--- config.mk ---
export PLATFORM = sky130hd
export DESIGN_NAME = dec_regfile_sb
export DESIGN_NICKNAME = d
export VERILOG_FILES = /design/src/rtl/dec_regfile_sb.sv
export SDC_FILE = /design/constraint.sdc
export NUM_CORES = 2
export LEC_CHECK = 0
export CAP_MARGIN = 5
export CORE_ASPECT_RATIO = 1.4
export CORE_MARGIN = 2
export CORE_UTILIZATION = 50
export DETAILED_ROUTE_END_ITERATION = 7
export PLACE_DENSITY = 0.66
export RECOVER_POWER = 50
export SKIP_CTS_REPAIR_TIMING = 1
export SKIP_LAST_GASP = 1
export SYNTH_ARGS = -nofsm -noshare
export SYNTH_HDL_FRONTEND = slang
export SYNTH_SLANG_ARGS = --single-unit
--- constraint.sdc ---
create_clock -name clk -period 5.26 [get_ports clk]
set_input_delay 1.315 -clock clk [delete_from_list [all_inputs] [get_ports clk]]
set_output_delay 1.315 -clock clk [all_outputs]
set_load 0.02 [all_outputs]
--- src/rtl/dec_regfile_sb.sv ---
// Decode-stage register file with write-pending scoreboard and D->E issue register.
// Optional macro RF_BYPASS_EN: forward writeback data into reads and hazard checks.
module dec_regfile_sb #(
    parameter int unsigned XLEN = 32,
    parameter int unsigned NREG = 32
) (
    input  logic                      clk,
    input  logic                      reset,
    input  logic                      in_valid,
    output logic                      in_ready,
    input  logic [XLEN-1:0]           in_ir,
    input  logic [$clog2(NREG)-1:0]   in_rs,
    input  logic [$clog2(NREG)-1:0]   in_rt,
    input  logic [$clog2(NREG)-1:0]   in_dst,
    input  logic                      in_dst_we,
    output logic                      out_valid,
    input  logic                      out_ready,
    output logic [XLEN-1:0]           out_ir,
    output logic [XLEN-1:0]           out_rs_data,
    output logic [XLEN-1:0]           out_rt_data,
    output logic [$clog2(NREG)-1:0]   out_dst,
    output logic                      out_dst_we,
    input  logic                      wb_we,
    input  logic [$clog2(NREG)-1:0]   wb_addr,
    input  logic [XLEN-1:0]           wb_data,
    input  logic                      flush,
    output logic [NREG-1:0]           busy_vec,
    output logic [15:0]               stall_cnt
);
    localparam int unsigned AW = $clog2(NREG);

    logic [XLEN-1:0] r_rf [NREG];
    logic [NREG-1:0] r_busy;
    logic            r_out_valid;
    logic [XLEN-1:0] r_out_ir;
    logic [XLEN-1:0] r_out_rs_data;
    logic [XLEN-1:0] r_out_rt_data;
    logic [AW-1:0]   r_out_dst;
    logic            r_out_dst_we;
    logic [15:0]     r_stall_cnt;

    logic            w_wb_rs;
    logic            w_wb_rt;
    logic            w_wb_dst;
    logic [XLEN-1:0] w_rs_data;
    logic [XLEN-1:0] w_rt_data;
    logic            w_hz_rs;
    logic            w_hz_rt;
    logic            w_hz_d;
    logic            w_accept;
    logic [NREG-1:0] w_busy_nxt;

    // Writeback address matches, qualified so r0 never forwards
    assign w_wb_rs  = wb_we && (wb_addr == in_rs)  && (in_rs  != '0);
    assign w_wb_rt  = wb_we && (wb_addr == in_rt)  && (in_rt  != '0);
    assign w_wb_dst = wb_we && (wb_addr == in_dst) && (in_dst != '0);

`ifdef RF_BYPASS_EN
    always_comb begin
        w_rs_data = '0;
        w_rt_data = '0;
        if (w_wb_rs)
            w_rs_data = wb_data;
        else if (in_rs != '0)
            w_rs_data = r_rf[in_rs];
        if (w_wb_rt)
            w_rt_data = wb_data;
        else if (in_rt != '0)
            w_rt_data = r_rf[in_rt];
    end

    assign w_hz_rs = r_busy[in_rs] && (in_rs != '0) && !w_wb_rs;
    assign w_hz_rt = r_busy[in_rt] && (in_rt != '0) && !w_wb_rt;
    assign w_hz_d  = in_dst_we && (in_dst != '0) && r_busy[in_dst] && !w_wb_dst;
`else
    always_comb begin
        w_rs_data = '0;
        w_rt_data = '0;
        if (in_rs != '0)
            w_rs_data = r_rf[in_rs];
        if (in_rt != '0)
            w_rt_data = r_rf[in_rt];
    end

    // Busy bits alone gate issue; the waiter goes the cycle after writeback
    assign w_hz_rs = r_busy[in_rs] && (in_rs != '0) && !(w_wb_rs && 1'b0);
    assign w_hz_rt = r_busy[in_rt] && (in_rt != '0) && !(w_wb_rt && 1'b0);
    assign w_hz_d  = in_dst_we && (in_dst != '0) && r_busy[in_dst] && !(w_wb_dst && 1'b0);
`endif

    assign in_ready = !flush && !w_hz_rs && !w_hz_rt && !w_hz_d
                      && (!r_out_valid || out_ready);
    assign w_accept = in_valid && in_ready;

    // Scoreboard update: clears first, accept set last so it wins
    always_comb begin
        w_busy_nxt = r_busy;
        if (wb_we)
            w_busy_nxt[wb_addr] = 1'b0;
        if (flush && r_out_valid && r_out_dst_we)
            w_busy_nxt[r_out_dst] = 1'b0;
        if (w_accept && in_dst_we)
            w_busy_nxt[in_dst] = 1'b1;
        w_busy_nxt[0] = 1'b0;
    end

    always_ff @(posedge clk or negedge reset) begin
        if (!reset) begin
            for (int i = 0; i < int'(NREG); i++)
                r_rf[i] <= '0;
        end else if (wb_we && (wb_addr != '0)) begin
            r_rf[wb_addr] <= wb_data;
        end
    end

    always_ff @(posedge clk or negedge reset) begin
        if (!reset)
            r_busy <= '0;
        else
            r_busy <= w_busy_nxt;
    end

    // Issue register: flush drops, accept loads, handoff empties
    always_ff @(posedge clk or negedge reset) begin
        if (!reset) begin
            r_out_valid   <= 1'b0;
            r_out_ir      <= '0;
            r_out_rs_data <= '0;
            r_out_rt_data <= '0;
            r_out_dst     <= '0;
            r_out_dst_we  <= 1'b0;
        end else if (flush) begin
            r_out_valid <= 1'b0;
        end else if (w_accept) begin
            r_out_valid   <= 1'b1;
            r_out_ir      <= in_ir;
            r_out_rs_data <= w_rs_data;
            r_out_rt_data <= w_rt_data;
            r_out_dst     <= in_dst;
            r_out_dst_we  <= in_dst_we;
        end else if (r_out_valid && out_ready) begin
            r_out_valid <= 1'b0;
        end
    end

    always_ff @(posedge clk or negedge reset) begin
        if (!reset)
            r_stall_cnt <= '0;
        else if (in_valid && !in_ready && !flush && (r_stall_cnt != 16'hFFFF))
            r_stall_cnt <= r_stall_cnt + 16'd1;
    end

    assign out_valid   = r_out_valid;
    assign out_ir      = r_out_ir;
    assign out_rs_data = r_out_rs_data;
    assign out_rt_data = r_out_rt_data;
    assign out_dst     = r_out_dst;
    assign out_dst_we  = r_out_dst_we;
    assign busy_vec    = r_busy;
    assign stall_cnt   = r_stall_cnt;

endmodule

# Word level (Yosys, flattened, before mapping)
# Index checks and enable logic that the tools add are counted.
[classes]
add_sub_neg = 1
n_lt_le_gt_ge = 12
eq_ne = 1
muxes = 29
n_bitwise = 9
n_reduce_logical = 34
[op_table]
columns = ["operator", "n"]
rows = [
  ["$bwmux 1024", 1],
  ["$bmux 32 s5", 2],
  ["$mux 32", 10],
  ["$demux 32 s5", 1],
  ["$and 32x32->32", 2],
  ["$not 32->32", 2],
  ["$or 32x32->32", 1],
  ["$lt 5x6->1 const B", 5],
  ["$logic_and 1x1->1", 21],
  ["$reduce_bool 5->1", 4],
  ["$ge 6x6->1 const B", 3],
  ["$not 5->6", 3],
  ["$add 16x1->16 const B", 1],
  ["$ne 16x16->1 const B", 1],
  ["$bmux 1 s5", 3],
  ["$demux 1 s5", 3],
  ["$ge 5x1->1 const B", 3],
  ["$mux 1", 9],
  ["$logic_not 1->1", 6],
  ["$lt 6x1->1 const B", 1],
  ["$reduce_bool 3->1", 1],
  ["$reduce_and 2->1", 1],
  ["$logic_or 1x1->1", 1],
  ["$not 1->1", 1],
]
[word_totals]
regBits = 1174
in_bits = 91
out_inout_bits = 152
elab_cells = 126

# Logic depth before layout (Yosys ltp)
[logic_depth]
depth_word = 12
ltp_mapped = 13
ltp_nobuf = 8

# Least setup slack after synthesis
# No wires, ideal clock.
[synth_path]
path_kind = "input -> output"
start = "input in_dst[1]"
end = "output in_ready"
arrival_time_ps = 3050
required_time_ps = 3945
setup_slack_ps = 895
path_stages = 10
n_path_buf = 4
path_cell_list = "clkbuf_1 -> buf_2 -> mux2i_1 -> o22ai_1 -> nor4_1 -> a21oi_1 -> a211oi_1 -> o2111a_1 -> buf_6 -> buf_6"
[synth_via]
elab_chain_cells = 6
elab_cells_between_ends = 8
classes_between = "mux (2); reduce/logical (6)"
[synth_rtl]
columns = ["element", "line_no", "rtl"]
rows = [
  ["start, declared", "14", "input logic [$clog2(NREG)-1:0] in_dst,"],
  ["$bmux 1 s5 / $reduce_bool 5->1 (equally long branches)", "88", "assign w_hz_d = in_dst_we && (in_dst != '0) && r_busy[in_dst] && !(w_wb_dst && 1'b0);"],
  ["$mux 1 (not written as such) / $logic_and 1x1->1 (equally long branches)", "88", ""],
  ["$logic_and 1x1->1 (*)", "88", ""],
  ["$logic_not 1->1 (*)", "91", "assign in_ready = !flush && !w_hz_rs && !w_hz_rt && !w_hz_d"],
  ["$logic_and 1x1->1 (*)", "91", ""],
  ["$logic_and 1x1->1 (*)", "92", "&& (!r_out_valid || out_ready);"],
  ["end, declared", "10", "output logic in_ready,"],
]
# Every way passes the cells marked *; elsewhere a longest branch is shown, timed or not. The select of a mux whose other input is x is not followed.

# Worst setup path in the final report
[layout_path]
start = "input wb_addr[3]"
end = "register r_rf[719] in the netlist's numbering"
[layout_via]
elab_chain_cells = 6
elab_cells_between_ends = 9
classes_between = "order compare (2); mux (3); bitwise (1); reduce/logical (3)"
[layout_rtl]
columns = ["element", "line_no", "rtl"]
rows = [
  ["start, declared", "24", "input logic [$clog2(NREG)-1:0] wb_addr,"],
  ["$not 5->6 (not written as such)", "112", "r_rf[wb_addr] <= wb_data;"],
  ["$ge 6x6->1 (not written as such) / $lt 6x1->1 (equally long branches)", "112", ""],
  ["$logic_and 1x1->1 (not written as such)", "112", ""],
  ["$mux 32 (not written as such)", "112", ""],
  ["$demux 32 s5", "112", ""],
  ["$bwmux 1024", "112", ""],
  ["end signal, assigned by index", "112", ""],
  ["end, declared", "32", "logic [XLEN-1:0] r_rf [NREG];"],
]
# Parallel ways exist; a longest one is shown, timed or not.
# A chain may end at the register's enable or synchronous reset.

==> results.cfg <==
[outcome]
status = finished, violations left
violated_checks = capacitance limit, slew limit

[sta]
setup_violations = 0
hold_worst_slack_ns = 0.398
final.period_utilization = 0.960
maxSlewViolCount = 122
slew-limit-headroom = -1.84
tightest_slew_ns = 4.26
period_minus_slack_ns = 5.05
setup-tns-final_ns = 0
finClkSkew_ns = 0.0217
hold_violations = 0
final.setup.worst_slack_ns = 0.208
fmax_mhz = 198
rsz0062_at_grt = false

[floorplan]
row_count = 151
design.core.area_um2 = 121000
floorplan.die.height_um = 417
die_area_um2 = 125000
start_util = 0.504
floorplan.die.width_um = 299
ioPinCount = 243

[clocking]
clk-insertion-delay-late_ns = 0.74
root_buffer_cell = clkbuf_16
cts_buffers = 117
tritoncts = built
htreeDepth = 3
cts_max_path_buffers = 3
worst_setup_hold_path_clk_slew_ns = 0.07
clkSinkCount = 1174

[power_and_ir_drop]
ir_drop_v = 0.000263
switchingPower_uw = 7490
pwr-share-clk = 0.329
power.share.switching = 0.275
internal_power_uw = 19700
seq_power_share = 0.446
power_density_nw_per_um2 = 393
comb_power_share = 0.225
p_leak_uw = 0.0296

[global_routing]
first_global_vias = 39000
global_route.usage.total = 0.294
maximum_number_of_pins_on_one_net_before_global_route_repair = 158
global_route.overflow_total = 0
global_route_wire_length_before_repair_mm = 269
grt_antenna_before_repair = 10

[setup_path]
timing.critical_path.slowest_cell_delay_ns = 1.96
timing.critical_path.from_type = input pin
cp.required_ns = 5.85
path_cells = dlygate4sd3_1 > nor3b_1 > clkbuf_1 > nand2_1 > mux2_2
rrSetupSlack_ns = 1.96
crit_buf_inv = 2
kind_of_cell_with_the_highest_combined_delay_on_the_critical_path = simple AND/OR/NAND/NOR gates
critPathSlowestCell = nand2_1
critPathArrivalTime_ns = 5.64
setup.worst_path.class = input pin to flip-flop
path_max_fanout = 33
end_kind = flip-flop

[detailed_routing]
routed_wire_length_per_instance_um = 32.0
avgViaCountPerCell = 6.63
final_antenna_net_count = 0
detailedRoute.firstIterationViolations = 3295
drtPass1Iterations = 6
via_count = 37600
remaining_drc_errors = 0
routed_wirelength_mm = 182

[cells_and_area]
layout.filler_cells = 9458
sequential_cell_area_um2 = 29400
most-common-layout-cells = dfrtp_1 (1,174), mux2_2 (1,070), mux4_2 (566)
multi_input_area_um2 = 30000
mostFrequentLayoutCell = dfrtp_1
final_area_um2 = 69300
area_delta_synth_final_pct = 13.6
fin_nets = 4048
drive_gt1_frac = 0.499

[placed_design]
port_buffers = 241
place_congestion = 0.869
place_hpwl_mm = 101
post-place-ws_ns = -0.0226
detailed_place.area_um2 = 65200

[logic_synthesis]
synth.net_count = 4011
synth_warnings = 0
synthDistinctLibCells = 49
average_size_of_a_mapped_cell_um2 = 15.6
synth.ff_latch_count = 1174
synth_enable_flop_cells = 0
synth_sequential_area_ratio = 0.482
syn-cell-area_um2 = 61000
synth_top_flop_cell = dfrtp_1
ys_async_sr_fraction = 1.00
synthesis.instances = 3919

[run]
max_cap_viol_count = 3

[worst_hold_path]
type_of_the_tightest_min_delay_check = flip-flop to flip-flop
metrics by stage:
stage | cells | util | total power (uW)
6_report | 5669 | 0.572 | 27200
5_1_grt | 5668 | 0.572 | 28400
4_1_cts | 5664 | 0.572 | 27400
3_5_place_dp | 5443 | 0.538 | 18400
3_3_place_gp | 5443 | 0.538 | 18200
2_1_floorplan | 3919 | - | 16200
cell families after synthesis:
logic type,after synthesis,share of synthesized area
other cells,1,0.0000615
xor+xnor,14,0.00201
mux,1815,0.438
buf+inv,438,0.0298
flops,1174,0.482
fa+ha+maj,1,0.000205
compound gates,230,0.0279
simple gates,246,0.0202
registers in the layout, summed over array words and instances, names as in the netlist:
register     count
r_rf          1024
out_ir          32
out_rs_data     32
out_rt_data     32
busy_vec        31
stall_cnt       16
out_dst          5
out_dst_we       1
out_valid        1
power groups by stage:
stage | Clock (uW) | Combinational (uW) | Sequential [uW]
2_1_floorplan | 0 | 3980 | 12200
3_5_place_dp | 0 | 6160 | 12300
5_1_grt | 9480 | 6510 | 12400
3_3_place_gp | 0 | 6060 | 12200
6_report | 8960 | 6120 | 12100
4_1_cts | 9120 | 6180 | 12100
cell usage after synthesis (22+ instances only):
cell type	count	area, um2
dfrtp_1	1174	29400
mux2_2	1070	12000
mux4_2	566	12700
clkbuf_1	288	1080
mux2i_1	151	1510
nor2_1	94	353
buf_1	79	297
o221ai_1	58	508
o21ai_0	47	235
buf_2	45	225
nand2_1	38	143
o211ai_1	35	263
o31ai_1	32	240
mux2_4	28	420
nor2b_1	28	175
a2111oi_0	22	193
a211oi_1	22	165
cell type report:
type	count	share of cell area
Multi-Input combinational cell	2307	0.434
Sequential cell	1174	0.424
Timing Repair Buffer	354	0.0535
Clock buffer	166	0.0490
Tap cell	1606	0.0290
Clock inverter	55	0.0106
Antenna cell	5	0.000181
Inverter	2	0.000108
metal layers:
| metal | wire, um | GRT usage |
|---|---|---|
| met1 | 73000 | 0.390 |
| met2 | 90700 | 0.492 |
| met3 | 10300 | 0.0421 |
| met4 | 7510 | 0.116 |
| met5 | 50 | 0 |
final timing paths:
path                                        startpoint                endpoint  cells after the start
max in group asynchronous                        reset   r_rf[891]$_DFFE_PN0P_                      3
worst max-delay path                        wb_addr[3]   r_rf[719]$_DFFE_PN0P_                      5
worst max register to register  busy_vec[23]$_DFF_PN0_  busy_vec[21]$_DFF_PN0_                     10
worst min register to register  r_rf[1018]$_DFFE_PN0P_  r_rf[1018]$_DFFE_PN0P_                      0
worst min-delay path            r_rf[1018]$_DFFE_PN0P_  r_rf[1018]$_DFFE_PN0P_                      0
min in group asynchronous                        reset   r_rf[933]$_DFFE_PN0P_                      1
(Power assumes the default switching activity.)
